**src/rtl/pipelined_reduce_tree.sv**
```systemverilog
// -----------------------------------------------------------------------------
// pipelined_reduce_tree
//
// Reduces an N-element vector to one scalar per beat, by sum or by max, using
// a binary tree with one register stage per level. All stages share a single
// advance signal (global stall). A valid/ready handshake is used on both sides.
//
// Optional feature macro: ADDER_TREE_ACCUM_EN
//   When defined, an accumulator stage follows the tree. It folds consecutive
//   tree results into one output per group, where a group is closed by last=1.
//   When undefined, every beat produces exactly one result and last passes
//   through unchanged.
//
// Parameters
//   N          number of input elements (>= 1)
//   DATA_WIDTH width of each input element
//   OUT_WIDTH  result width, >= DATA_WIDTH + $clog2(N)
//   SIGNED     1: elements are two's complement (sign extension, signed max)
//
// Ports
//   clk        rising-edge clock
//   reset_n    asynchronous active-low reset
//   in_valid   input beat valid
//   in_ready   block accepts a beat this cycle (combinational from out_ready)
//   in_vector  N input elements, element i at in_vector[i]
//   in_mode    0 = sum, 1 = max; travels with the beat
//   in_last    group-end flag; travels with the beat
//   out_valid  result valid
//   out_ready  downstream accepts the result
//   out_data   reduced result
//   out_last   group-end flag aligned with out_data
// -----------------------------------------------------------------------------
module pipelined_reduce_tree #(
  parameter int N          = 8,
  parameter int DATA_WIDTH = 32,
  parameter int OUT_WIDTH  = DATA_WIDTH + $clog2(N),
  parameter int SIGNED     = 0
) (
  input  logic                  clk,
  input  logic                  reset_n,
  input  logic                  in_valid,
  output logic                  in_ready,
  input  logic [DATA_WIDTH-1:0] in_vector [N-1:0],
  input  logic                  in_mode,
  input  logic                  in_last,
  output logic                  out_valid,
  input  logic                  out_ready,
  output logic [OUT_WIDTH-1:0]  out_data,
  output logic                  out_last
);

  localparam int LEVELS = (N > 1) ? $clog2(N) : 1;

  typedef logic [OUT_WIDTH-1:0] word_t;

  // Elaboration-time parameter checks.
  if (N < 1) begin : g_bad_n
    $error("pipelined_reduce_tree: N must be at least 1");
  end
  if (OUT_WIDTH < DATA_WIDTH + $clog2(N)) begin : g_bad_width
    $error("pipelined_reduce_tree: OUT_WIDTH must be at least DATA_WIDTH+$clog2(N)");
  end

  // Number of registers held by level k: ceil(N / 2^(k+1)).
  function automatic int level_count(input int k);
    return (N + (1 << (k + 1)) - 1) >> (k + 1);
  endfunction

  // Number of operands feeding level k: ceil(N / 2^k).
  function automatic int level_inputs(input int k);
    return (N + (1 << k) - 1) >> k;
  endfunction

  // Widen one element to the result width.
  function automatic word_t extend(input logic [DATA_WIDTH-1:0] x);
    if (SIGNED != 0) begin
      return word_t'($signed(x));
    end
    return word_t'(x);
  endfunction

  // op(mode): sum wraps modulo 2^OUT_WIDTH; max honours SIGNED.
  function automatic word_t combine(input word_t a, input word_t b, input logic mode);
    if (!mode) begin
      return a + b;
    end
    if (SIGNED != 0) begin
      return ($signed(a) > $signed(b)) ? a : b;
    end
    return (a > b) ? a : b;
  endfunction

  logic advance;

  // ---------------------------------------------------------------------------
  // Tree levels. Level 0 reads the extended input vector; level k reads the
  // registers of level k-1. The lone element of an odd-sized level is
  // registered through unchanged.
  // ---------------------------------------------------------------------------
  for (genvar k = 0; k < LEVELS; k++) begin : g_level
    localparam int IN_CNT = level_inputs(k);
    localparam int CNT    = level_count(k);

    word_t src [IN_CNT];
    logic  src_valid;
    logic  src_mode;
    logic  src_last;

    word_t d [CNT];

    word_t q [CNT];
    logic  q_valid;
    logic  q_mode;
    logic  q_last;

    if (k == 0) begin : g_entry
      for (genvar i = 0; i < IN_CNT; i++) begin : g_ext
        assign src[i] = extend(in_vector[i]);
      end
      assign src_valid = in_valid;
      assign src_mode  = in_mode;
      assign src_last  = in_last;
    end else begin : g_chain
      for (genvar i = 0; i < IN_CNT; i++) begin : g_link
        assign src[i] = g_level[k-1].q[i];
      end
      assign src_valid = g_level[k-1].q_valid;
      assign src_mode  = g_level[k-1].q_mode;
      assign src_last  = g_level[k-1].q_last;
    end

    for (genvar j = 0; j < CNT; j++) begin : g_node
      if (2 * j + 1 < IN_CNT) begin : g_pair
        assign d[j] = combine(src[2*j], src[2*j+1], src_mode);
      end else begin : g_pass
        assign d[j] = src[2*j];
      end
    end

    // NOTE: sequential state is written with non-blocking assignments only, so
    // every stage samples its predecessor's value from before the clock edge.
    // NOTE: the data registers are reset along with the valids because the
    // final stage drives out_data, which must read 0 during and after reset.
    always_ff @(posedge clk or negedge reset_n) begin
      if (!reset_n) begin
        q_valid <= 1'b0;
        q_mode  <= 1'b0;
        q_last  <= 1'b0;
        for (int j = 0; j < CNT; j++) begin
          q[j] <= '0;
        end
      end else if (advance) begin
        // Bubbles are carried forward as-is; the pipe never collapses them.
        q_valid <= src_valid;
        q_mode  <= src_mode;
        q_last  <= src_last;
        for (int j = 0; j < CNT; j++) begin
          q[j] <= d[j];
        end
      end
    end
  end

  // Root of the tree: the last level always holds exactly one register.
  word_t tail_data;
  logic  tail_valid;
  logic  tail_mode;
  logic  tail_last;

  assign tail_data  = g_level[LEVELS-1].q[0];
  assign tail_valid = g_level[LEVELS-1].q_valid;
  assign tail_mode  = g_level[LEVELS-1].q_mode;
  assign tail_last  = g_level[LEVELS-1].q_last;

`ifdef ADDER_TREE_ACCUM_EN
  // ---------------------------------------------------------------------------
  // Accumulator stage. Results with last=0 fold into acc silently; a result
  // with last=1 emits the folded value and closes the group. acc_open tells
  // whether acc holds a partial group (otherwise the incoming result starts
  // a new one).
  // ---------------------------------------------------------------------------
  word_t acc;
  logic  acc_open;
  word_t res_data;
  logic  res_valid;
  logic  res_last;
  word_t folded;

  assign folded  = acc_open ? combine(acc, tail_data, tail_mode) : tail_data;
  assign advance = !res_valid || out_ready;

  always_ff @(posedge clk or negedge reset_n) begin
    if (!reset_n) begin
      acc       <= '0;
      acc_open  <= 1'b0;
      res_data  <= '0;
      res_valid <= 1'b0;
      res_last  <= 1'b0;
    end else if (advance) begin
      if (tail_valid && tail_last) begin
        res_data  <= folded;
        res_valid <= 1'b1;
        res_last  <= 1'b1;
        acc_open  <= 1'b0;
      end else if (tail_valid) begin
        acc       <= folded;
        acc_open  <= 1'b1;
        res_valid <= 1'b0;
      end else begin
        res_valid <= 1'b0;
      end
    end
  end

  assign out_valid = res_valid;
  assign out_data  = res_data;
  assign out_last  = res_last;
`else
  // Without accumulation the tree root is the output register.
  logic unused_tail_mode;

  assign unused_tail_mode = tail_mode;
  assign advance          = !tail_valid || out_ready;
  assign out_valid        = tail_valid;
  assign out_data         = tail_data;
  assign out_last         = tail_last;
`endif

  // No skid buffer: the input side is ready exactly when the pipe may move.
  assign in_ready = advance;

endmodule

```
**config.mk**
```make
export PLATFORM = sky130hd
export DESIGN_NAME = pipelined_reduce_tree
export DESIGN_NICKNAME = d
export VERILOG_FILES = /design/src/rtl/pipelined_reduce_tree.sv
export SDC_FILE = /design/constraint.sdc
export NUM_CORES = 1
export LEC_CHECK = 0
export CORE_UTILIZATION = 30
export DETAILED_ROUTE_END_ITERATION = 6
export PLACE_DENSITY = 0.57
export SETUP_SLACK_MARGIN = 0.15
export SKIP_LAST_GASP = 1
export SYNTH_ARGS = -nofsm -noshare
export SYNTH_HDL_FRONTEND = slang
export SYNTH_SLANG_ARGS = --single-unit
export TNS_END_PERCENT = 30
```
**constraint.sdc**
```tcl
create_clock -name clk -period 4 [get_ports clk]
set_input_delay 0.6 -clock clk [delete_from_list [all_inputs] [get_ports clk]]
set_output_delay 0.6 -clock clk [all_outputs]
set_load 0.01 [all_outputs]
```
## Word level (Yosys, flattened, before mapping)

Index checks and enable logic that the tools add are counted.

- Add/sub/neg operators: 7
- Order comparisons: 7
- Multiplexer cells: 14
- Reductions and logical operators: 2

Operator list:

| kind | number |
|---|---|
| 35-bit 2-to-1 mux | 6 |
| 32-bit by 32-bit adder with 33-bit output | 4 |
| 33-bit 2-to-1 mux | 4 |
| 32-bit > comparator | 4 |
| 32-bit 2-to-1 mux | 4 |
| 35-bit adder | 3 |
| 35-bit > comparator | 3 |
| 1-bit zero test | 1 |
| 1-bit logical OR | 1 |

- Bits in registers: 253
- Input bits: 262
- Output and inout bits: 38

## Depth between registers and ports, before layout

Gate-level depths: netlist (run 1).

- Word-level depth: 3
- Depth in mapped cells: 15

## Least setup slack after synthesis (run 1)

No wires, ideal clock.

- Path kind: input port to flip-flop
- Start point: in in_vector[39] in the netlist's numbering
- End point: reg g_level[0].q[137] in the netlist's numbering
- Setup time: 103 ps
- Data arrival time: 3144 ps
- Setup slack: 753 ps
- Stages on the path: 12
- Buffers on the path: 0
- Path through: inv_1 -> ha_1 -> nor2_1 -> a221o_1 -> a21oi_2 -> a2111oi_2 -> nor2_1 -> o41a_1 -> o31a_1 -> o41ai_2 -> nor2_1 -> o41ai_2

- Word-level cells in the longest chain between the ends: 2

RTL lines:

| what | line | RTL |
|---|---|---|
| start, declared | 43 | `input logic [DATA_WIDTH-1:0] in_vector [N-1:0],` |
| 32-bit by 32-bit adder with 33-bit output | 85 | `return a + b;` |
| 33-bit 2-to-1 mux | 87 | `if (SIGNED != 0) begin` |
| end signal, assigned by index | 158 | `q[j] <= d[j];` |
| end, declared | 111 | `word_t q [CNT];` |

Every way passes these cells.
A chain may end at the register's enable or synchronous reset.

## Final worst setup path (run 1)

- Start point: in in_vector[124] in the netlist's numbering
- End point: reg g_level[0].q[72] in the netlist's numbering

- Word-level cells in the longest chain between the ends: 3

RTL lines:

| what | line | RTL |
|---|---|---|
| 32-bit > comparator | 90 | `return (a > b) ? a : b;` |
| 32-bit 2-to-1 mux | 90 |  |
| 33-bit 2-to-1 mux | 87 |  |

Every way passes these cells.

==> key figures, run 1 <==
Status
  • Outcome: finished clean

Floorplan
  • Core ar.: around 100000 sq um
  • Die Area: a little over 100000 sq um
  • IO Pins: 300
  • Std-Cell Rows: ~120
  • Chip Height: 321 um
  • Die W: 321 um
  • Initial Utilization: between 30% and 40%

Logic synthesis
  • Post-Syn Area: just over 30000 sq um
  • Synth area leader: dfrtp_1
  • Number of flops mapped to enable cells by yosys: 0
  • Top cells by area, synth: dfrtp_1 (20%), ha_1 (19%), a21oi_1 (6.3%), mux2i_1 (5.4%), inv_1 (5.1%)
  • Asr flop ratio synth: 100%
  • FF+latch count, synth: 243
  • Top cell type's share of synthesized area: between 15 and 20%
  • Syn Nets: 4606
  • Synth warn: 0
  • Synth unique cells: 91
  • Post-Syn Area per Cell: about 8 sq um
  • Post-synthesis sequential area ratio: between 15 and 20%
  • Syn Inst Count: 3881
  • Ys flop type: dfrtp_1

Setup path
  • Crit end category: flop
  • Critical Path Fanout Max: 12
  • Crit-path cells: clkdlybuf4s50_1 > inv_1 > ha_1 > nand4_1 > nor2_1 > nand2_1 > or4_1 > o21ai_4 > buf_4 > mux2_2 > a211oi_1 > a21oi_1
  • Setup CP Type: input pin to flop
  • Crit-path slowest cell: clkdlybuf4s50_1
  • Crit-path max cell delay: 0.51 ns
  • Critical Path RT: approximately 4.4 ns
  • Startpoint Class: input pin
  • Worst Reg2Reg Path Length in Cells: 12
  • CP arrival: about 4 ns

Clocking
  • Clock Path Buffers: 3
  • CTS clk-pin slew, worst paths: ~0.050 ns
  • CTS tree: done
  • Clock Latency Late Sink: 0.55 ns
  • Clock sinks: about 240
  • # Post-CTS Setup Buffers: 0
  • H-Tree Depth: 2
  • Root Buffer: clkbuf_16
  • Number of CTS-inserted buffers: 34
  • Post-CTS Hold Buffers: 0

Routing
  • Vias post-DR: 29200
  • Via density: around 5.2
  • Drt pass-1 iters: 5
  • Antenna Nets Post-Route: 0
  • Drt wl/cell: 18.8 um
  • Routed Wire Length: roughly 110 mm
  • Drt initial violations: between 1500 and 2000
  • DRC Markers: 0

Place
  • I/O Buffers: between 200 and 300
  • Hpwl dp: around 86 mm
  • Gp weighted congestion: ~0.93

Pwr
  • Pwr/cell area: 646 nW/um^2
  • Leak: 17.4 nW
  • Maximum VDD drop: between 400 and 500 uV
  • Total power: ~24 mW

Timing
  • Setup TNS: 0 ns
  • Hold Vio Cnt, Final: 0
  • Final period util: approximately 93%
  • Max transition margin: between 40% and 50%
  • Final setup fails: 0
  • Slew Limit Fails: 0
  • Slew @ Worst Pin: 0.863 ns
  • Fin crit period: 3.72 ns
  • Fmax: roughly 270 MHz
  • RSZ-0062 raised after global routing: true
  • Layout Skew: approximately 0.026 ns

Cells and area
  • Post-layout util: between 30% and 40%
  • Layout cells sized above 1: 8.82%
  • Final #Nets: roughly 5000
  • Area growth, synth to finish: 22.7%

GRT
  • Initial antenna violation count: 6
  • Largest net degree at the start of global routing: approximately 100
  • First-pass GRT wire length: between 150 and 200 mm
  • Remaining Overflow, GRT: 0
  • Total Routing Usage GR: between 20% and 30%
  • Vias in the first global route: approximately 28000

Run
  • Max_cap viols: 0

Min path
  • HP Class: input pin to asynchronous set/reset pin
## layout make-up
class	count	area [sq um]
Clock buffer	46	997
Clock inverter	14	188
Tap cell	1357	1700
Timing Repair Buffer	495	4660
Fill cell	10400	63100
Sequential cell	243	6080
Antenna cell	2	5.00
Multi-Input combinational cell	3045	22300
Inverter	421	1590
## power breakdown
part / leakage, nW / switching [mW] / internal (mW)
registers: 2.85 / 1.29 / 3.47
logic: 14.0 / 9.16 / 7.07
clock network: 0.586 / 1.21 / 2.01
## placed cells by master (no fill, tap or decap), drive strengths merged, types with 43 or more instances in the layout
master,Yosys,final
inv,420,422
dfrtp,243,243
mux2i,164,164
nand2b,45,45
nand3,43,43
buf,41,198
ha,456,456
o21bai,60,60
a21o,111,111
mux2,60,60
nor3,61,61
nand2,195,195
o21ai,271,271
nor2,348,348
nand4,49,49
clkdlybuf4s50,0,297
clkbuf,131,46
nor2b,60,60
xnor2,151,151
a21oi,388,388
a211oi,72,72
## cells in the mapped netlist (all sizes together), types with 16 or more instances
master  instances
inv           420
a211oi         72
a21oi         388
nand3          43
nor2b          60
o31ai          35
dfrtp         243
a21o          111
ha            456
buf            41
or2            16
o211ai         37
or3            22
nor3           61
nand2         195
a221oi         39
o22ai          40
nor2          348
mux2i         164
mux2           60
xnor2         151
clkbuf        131
nand4          49
o21bai         60
nand2b         45
a31oi          26
o21ai         271
nor4           35
xor2           38
## path summary, 6_finish.rpt
| path | from | slack (ns) | to |
|---|---|---|---|
| min in group clk | g_level[1].q_valid$_DFFE_PN0P_ | 0.47 | g_level[1].q_valid$_DFFE_PN0P_ |
| max in group asynchronous | reset_n | 3.10 | g_level[1].q_mode$_DFFE_PN0P_ |
| min reg2reg | g_level[1].q_valid$_DFFE_PN0P_ | 0.47 | g_level[1].q_valid$_DFFE_PN0P_ |
| min | reset_n | 0.0004 | g_level[0].q[109]$_DFFE_PN0P_ |
| max | in_vector[124] | 0.28 | g_level[0].q[72]$_DFFE_PN0P_ |
| max reg2reg | g_level[0].q[45]$_DFFE_PN0P_ | 0.30 | g_level[1].q[4]$_DFFE_PN0P_ |
## state kept, by name, indices dropped and copies added (netlist names)
name / flops
g_level.q: 200
g_level.q_last: 2
g_level.q_mode: 2
g_level.q_valid: 2
out_data: 35
out_last: 1
out_valid: 1
## cell families (layout without fill, tap and decap cells)
logic type	Yosys count	in the layout	synth area share (%)
AO/OA/AOI/OAI	1238	1238	26.1
XOR/XNOR	189	189	5.42
adder cells (fa/ha/maj)	463	463	19.1
buffers and inverters	593	976	7.45
flip-flops	243	243	19.9
multiplexers	224	224	7.58
other	0	2	0
AND/OR/NAND/NOR	931	931	14.5
## timing repair
item / 4_1_cts / 5_1_grt
gates resized for setup: 0 / 1
setup endpoints to repair: 0 / 4
endpoints found under the hold margin: 0 / 0
## worst max-delay path: cells and delay by family
kind / cells / cell delay [ns]
muxes: 1 / 0.37
AOI/OAI and AO/OA: 3 / 0.77
and+or+nand+nor: 4 / 1.08
buffers and inverters: 3 / 0.85
adders and majority gates: 1 / 0.40
## per-stage QoR
stage	hold WS (ns)	worst slack, ns	instances	area (sq um)
3_3_place_gp	0.451	-0.189	5561	36300
2_1_floorplan	0.304	0.753	3881	30600
3_5_place_dp	0.458	-0.170	5561	36300
6_report	0.000423	0.281	5623	37500
5_1_grt	0.0286	0.117	5623	37500
4_1_cts	0.00997	0.264	5621	37500
## metal layers
metal | global-route usage (%) | wire [um]
met1 | 27.7 | 50200
met2 | 33.3 | 49100
met3 | 2.57 | 4780
met4 | 3.90 | 1640
met5 | 0 | 34
(Power assumes the default switching activity.)
==> run 2: changes to the inputs <==
--- a/config.mk
+++ b/config.mk
@@ -6,6 +6,8 @@
 export NUM_CORES = 1
 export LEC_CHECK = 0
 export CORE_UTILIZATION = 30
+export CTS_CLUSTER_DIAMETER = 30
+export CTS_CLUSTER_SIZE = 24
 export DETAILED_ROUTE_END_ITERATION = 6
 export PLACE_DENSITY = 0.57
 export SETUP_SLACK_MARGIN = 0.15
==> run 2 against run 1 <==
Net effect:
- clock power increased by 98%
- via count up 1.1%
- critical path depth unchanged
- sequential power about the same
- wire length is 0.90% higher
- die area unchanged
- clock skew grew 0.0057 ns
- setup slack better by 0.049 ns
- first-iteration DRC count down 1.3%
- flip-flop and latch count stayed put
- combinational power about the same
- final cell count increased by 1.4%
- largest cell class unchanged
==> key figures, run 2 (synthesized netlist as in run 1, its figures left out) <==
Min path
  • Hold EP: g_level[1].q_valid$_DFFE_PN0P_
  • HP Class: flop to flop
  • Hold Path Depth: 2
  • HP Start: g_level[1].q_valid$_DFFE_PN0P_

Floorplan
  • Die Area: 103000 sq um
  • Chip Height: ~320 um
  • Std-Cell Rows: approximately 120
  • Core ar.: about 100000 sq um
  • IO Pins: 300
  • Die W: 321 um
  • Initial Utilization: between 30% and 40%

Setup path
  • Critical Path Fanout Max: 4
  • Most frequent CP cell: nor2b_1
  • Crit-path max cell delay: roughly 0.46 ns
  • Crit-path cells: ha_1 > fa_1 > nor2b_1 > o221ai_1 > a21oi_1 > o21ai_2 > o21bai_2 > a2111oi_2 > o21bai_1 > nor2b_1 > or4_1 > a32o_1
  • Worst Reg2Reg Path Length in Cells: 12
  • Reg-to-reg setup timing slack: between 0.3 and 0.4 ns
  • Critical Path RT: between 4 and 5 ns
  • CP arrival: 4.16 ns
  • Reg-to-reg endpoint: out_data[32]$_DFFE_PN0P_
  • Crit end category: flop
  • Startpoint Class: flop
  • R2R Path Start: g_level[1].q[0]$_DFFE_PN0P_
  • Crit-path slowest cell: or4_1
  • Setup CP Type: flop to flop

Cells and area
  • Most common cell after layout, fill and taps aside: ha_1
  • Commonest non-fill, non-tap cells in the layout: ha_1 (456), inv_1 (418), a21oi_1 (386)
  • Area growth, synth to finish: 27.8%
  • Layout cells sized above 1: between 10 and 15%
  • Largest Register: g_level.q
  • Fillcell total: between 10000 and 15000
  • Final #Nets: between 5000 and 6000
  • Non-filler instance count after layout: 5700
  • Max FFs per register: 200

Pwr
  • Leak: between 15 and 20 nW
  • Maximum VDD drop: about 510 uV
  • Pwr/cell area: about 700 nW/um^2
  • Total power: ~27 mW

Timing
  • Final worst slack: between 0.3 and 0.4 ns
  • Final setup fails: 0
  • Hold slack: around 0.46 ns
  • Fin crit period: around 3.7 ns
  • Layout Skew: approximately 0.031 ns
  • Setup TNS: 0 ns
  • Fmax: around 270 MHz
  • Slew @ Worst Pin: 0.839 ns
  • Hold Vio Cnt, Final: 0
  • Max transition margin: between 40 and 50%
  • Slew Limit Fails: 0
  • Final period util: between 90% and 100%
  • RSZ-0062 raised after global routing: true

GRT
  • Initial antenna violation count: 6
  • Total Routing Usage GR: between 20% and 30%
  • Vias in the first global route: around 29000
  • First-pass GRT wire length: 166 mm
  • Remaining Overflow, GRT: 0
  • Largest net degree at the start of global routing: approximately 100

Routing
  • Antenna Nets Post-Route: 0
  • Drt pass-1 iters: 6
  • DRC Markers: 0
  • Drt wl/cell: between 15 and 20 um
  • Vias post-DR: just under 30000
  • Via density: roughly 5.2
  • Routed Wire Length: ~110 mm
  • Drt initial violations: 1918

Status
  • Outcome: finished clean

Clocking
  • Number of CTS-inserted buffers: 75
  • CTS clk-pin slew, worst paths: around 0.040 ns
  • Clock sinks: about 240
  • Clock Path Buffers: 3
  • H-Tree Depth: 3
  • CTS tree: done
  • Clock Latency Late Sink: about 0.6 ns
  • Root Buffer: clkbuf_16

Run
  • Max_cap viols: 0

Place
  • Gp weighted congestion: 0.934
  • Place WS: -0.170 ns
  • Hpwl dp: ~86 mm
  • I/O Buffers: approximately 300
  • Placed cell count: 5561
run 2: cell count changes in the layout (fill, tap and decap cells not counted), moves of 2 or more:
cell / change
clkbuf_16: +42
clkinv_2: +13
bufinv_16: +10
clkinvlp_4: +6
clkbuf_1: +3
clkinv_4: -2
clkinv_8: +2
inv_16: +2
inv_6: -2
run 2: worst max-delay path by stage:
stage / startpoint / end / depth (start not counted)
2_1_floorplan: in_vector[39] / g_level[0].q[137]$_DFFE_PN0P_ / 12
3_5_place_dp: in_vector[124] / g_level[0].q[72]$_DFFE_PN0P_ / 12
5_1_grt: g_level[0].q[5]$_DFFE_PN0P_ / g_level[1].q[30]$_DFFE_PN0P_ / 14
4_1_cts: g_level[0].q[5]$_DFFE_PN0P_ / g_level[1].q[30]$_DFFE_PN0P_ / 14
6_report: g_level[1].q[0]$_DFFE_PN0P_ / out_data[32]$_DFFE_PN0P_ / 12
3_3_place_gp: in_vector[124] / g_level[0].q[72]$_DFFE_PN0P_ / 12
run 2: layout make-up:
class | count | area [sq um] | area share (%)
multi-input combinational | 3045 | 22300 | 57.0
timing repair buffer | 496 | 4670 | 12.0
tap | 1357 | 1700 | 4.35
inverter | 421 | 1590 | 4.06
clock buffer | 92 | 2070 | 5.31
clock inverter | 44 | 666 | 1.70
sequential | 243 | 6080 | 15.6
antenna | 2 | 5.00 | 0.0128
run 2: report_power, final:
part           total [mW]  internal [mW]  switching [mW]
combinational        16.3           7.08            9.17
clock                6.38           4.56            1.81
sequential           4.78           3.48            1.30
total                27.4           15.1            12.3
run 2: metrics by stage:
stage / utilization, % / instance area, sq um
6_report: 38.8 / 39100
5_1_grt: 38.8 / 39100
4_1_cts: 38.8 / 39000
3_5_place_dp: 36.1 / 36300
3_3_place_gp: 36.1 / 36300
2_1_floorplan: - / 30600
run 2: worst max-delay path: cells and delay by family, from the launching register on:
| family | cells | cell delay, ns |
|---|---|---|
| AND/OR/NAND/NOR | 3 | 0.80 |
| flip-flops | 1 | 0.41 |
| adder cells (fa/ha/maj) | 2 | 0.63 |
| AO/OA/AOI/OAI | 7 | 1.71 |
run 2: layer usage:
metal / track usage (%) / vias to the layer above / part of all wire, %
li1: - / 14700 / -
met1: 27.7 / 14100 / 47
met2: 33.4 / 683 / 46
met3: 2.96 / 101 / 5.0
met4: 4.70 / 6 / 1.6
met5: 0 / - / 0.032
run 2: what timing repair did:
item	in CTS	in global routing
hold buffers	1	0
resized for setup	0	1
endpoints found under the hold margin	57	0
setup buffers	0	0
setup endpoints to repair	0	2
==> run 3: changes to the inputs <==
--- a/config.mk
+++ b/config.mk
@@ -5,11 +5,12 @@
 export SDC_FILE = /design/constraint.sdc
 export NUM_CORES = 1
 export LEC_CHECK = 0
-export CORE_UTILIZATION = 30
+export CORE_UTILIZATION = 59
 export CTS_CLUSTER_DIAMETER = 30
 export CTS_CLUSTER_SIZE = 24
 export DETAILED_ROUTE_END_ITERATION = 6
-export PLACE_DENSITY = 0.57
+export HOLD_SLACK_MARGIN = 0.1
+export PLACE_DENSITY = 0.92
 export SETUP_SLACK_MARGIN = 0.15
 export SKIP_LAST_GASP = 1
 export SYNTH_ARGS = -nofsm -noshare
==> run 3 against run 2 <==
Net effect:
- fmax down 3.9%
- critical path depth did not move
- final area shrank 4.7%
- critical path type unchanged
- largest power group unchanged
==> key figures, run 3 (synthesized netlist as in run 1, its figures left out) <==
Status
  • Outcome: finished clean

GRT
  • Largest net degree at the start of global routing: between 100 and 150
  • Vias in the first global route: around 30000
  • First-pass GRT wire length: ~160 mm
  • Total Routing Usage GR: a little under two fifths
  • Remaining Overflow, GRT: 0
  • Initial antenna violation count: 0

Floorplan
  • Die W: about 230 um
  • Initial Utilization: roughly three fifths
  • IO Pins: 300
  • Chip Height: about 230 um
  • Core ar.: approximately 50000 sq um
  • Std-Cell Rows: between 80 and 90
  • Die Area: ~53000 sq um

Clocking
  • Root Buffer: clkbuf_16
  • # Post-CTS Setup Buffers: 0
  • Clock Latency Late Sink: ~0.61 ns
  • CTS clk-pin slew, worst paths: around 0.05 ns
  • Clock sinks: around 240
  • Number of CTS-inserted buffers: between 50 and 60
  • H-Tree Depth: 2
  • Clock Path Buffers: 3
  • CTS tree: done

Pwr
  • Pwr/cell area: 693 nW/um^2
  • Total power: 25.8 mW
  • Leak: 17.7 nW
  • Maximum VDD drop: ~440 uV

Place
  • Place WS: -0.0712 ns
  • Placed Area: 35200 sq um
  • Hpwl dp: just under 80 mm
  • Gp weighted congestion: 1.05
  • Placed cell count: between 4000 and 5000
  • I/O Buffers: ~300

Run
  • Max_cap viols: 0

Cells and area
  • Non-filler instance count after layout: a little under 5000
  • Layout cells sized above 1: 9.27%
  • Post-layout util: ~73%
  • Area growth, synth to finish: 21.8%
  • Max FFs per register: 200
  • Largest Register: g_level.q
  • # diodes: 0
  • Most common cell after layout, fill and taps aside: ha_1
  • Commonest non-fill, non-tap cells in the layout: ha_1 (456), inv_1 (418), a21oi_1 (386)
  • Design Area, Final: around 37000 sq um
  • Final #Nets: between 4000 and 5000

Timing
  • Setup TNS: 0 ns
  • Final period util: 95.5%
  • Hold Vio Cnt, Final: 0
  • Final worst slack: between 0.15 and 0.2 ns
  • Hold slack: roughly 0.43 ns
  • Slew @ Worst Pin: 1.22 ns
  • Slew Limit Fails: 0
  • Layout Skew: around 0.015 ns
  • Max transition margin: approximately 19%
  • Fmax: about 260 MHz
  • RSZ-0062 raised after global routing: true
  • Fin crit period: 3.82 ns
  • Final setup fails: 0

Routing
  • Drt pass-1 iters: 6
  • Via density: 6.27
  • Vias post-DR: 31100
  • Drt initial violations: roughly 3200
  • Routed Wire Length: 99.1 mm
  • Drt wl/cell: 20.0 um
  • DRC Markers: 0
  • Antenna Nets Post-Route: 0

Setup path
  • Critical Path Fanout Max: 4
  • Crit end category: flop
  • Startpoint Class: flop
  • CP arrival: roughly 4.3 ns
  • Setup CP Type: flop to flop
  • Critical Path RT: roughly 4.5 ns

Min path
  • HP Class: input pin to flop
==> run 3: area by class of cell <==
| cell class | count | area, sq um |
|---|---|---|
| multi-input combinational | 3046 | 22300 |
| fill | 3892 | 14000 |
| sequential | 243 | 6080 |
| timing repair buffer | 469 | 4400 |
| inverter | 421 | 1580 |
| clock buffer | 63 | 1480 |
| tap | 680 | 851 |
| clock inverter | 40 | 519 |
==> run 3: worst paths after layout <==
path	startpoint	to	slack, ns	cells after the start
setup reg to reg	g_level[1].q[0]$_DFFE_PN0P_	out_data[32]$_DFFE_PN0P_	0.18	12
max in group asynchronous	reset_n	g_level[0].q[131]$_DFFE_PN0P_	2.42	3
min in group asynchronous	reset_n	g_level[0].q[5]$_DFFE_PN0P_	0.61	2
setup / recovery	g_level[1].q[0]$_DFFE_PN0P_	out_data[32]$_DFFE_PN0P_	0.18	12
hold reg to reg	g_level[1].q_last$_DFFE_PN0P_	g_level[1].q_last$_DFFE_PN0P_	0.46	2
hold / removal	in_mode	g_level[0].q[57]$_DFFE_PN0P_	0.43	3
==> run 3: timing repair <==
item	4_1_cts	5_1_grt
hold buffers	1	0
endpoints found under the setup margin	0	24
resized for setup	0	3
endpoints found under the hold margin	9	0
==> run 3: worst max-delay path: stages, from the launching register on <==
cell and delay, ns:
dfrtp_1 0.42, ha_1 0.25, fa_1 0.39, nor2b_1 0.17, o221ai_1 0.26, a21oi_1 0.18
o21ai_2 0.31, o21bai_2 0.17, a2111oi_2 0.41, o21bai_1 0.19, nor2b_1 0.18, or4_1 0.49
a32o_1 0.26
==> run 3: metal layers <==
layer	global-route usage [%]	up-vias	share of wire, %
li1	-	14600	-
met2	57.1	1464	44
met4	11.5	0	3.1
met5	0	-	0
met3	7.15	207	9.6
met1	51.1	14900	43
==> run 3: report_power, final <==
part / internal [mW] / switching [mW] / total [mW]
combinational: 6.94 / 9.24 / 16.2
clock: 3.20 / 1.61 / 4.82
sequential: 3.47 / 1.32 / 4.80
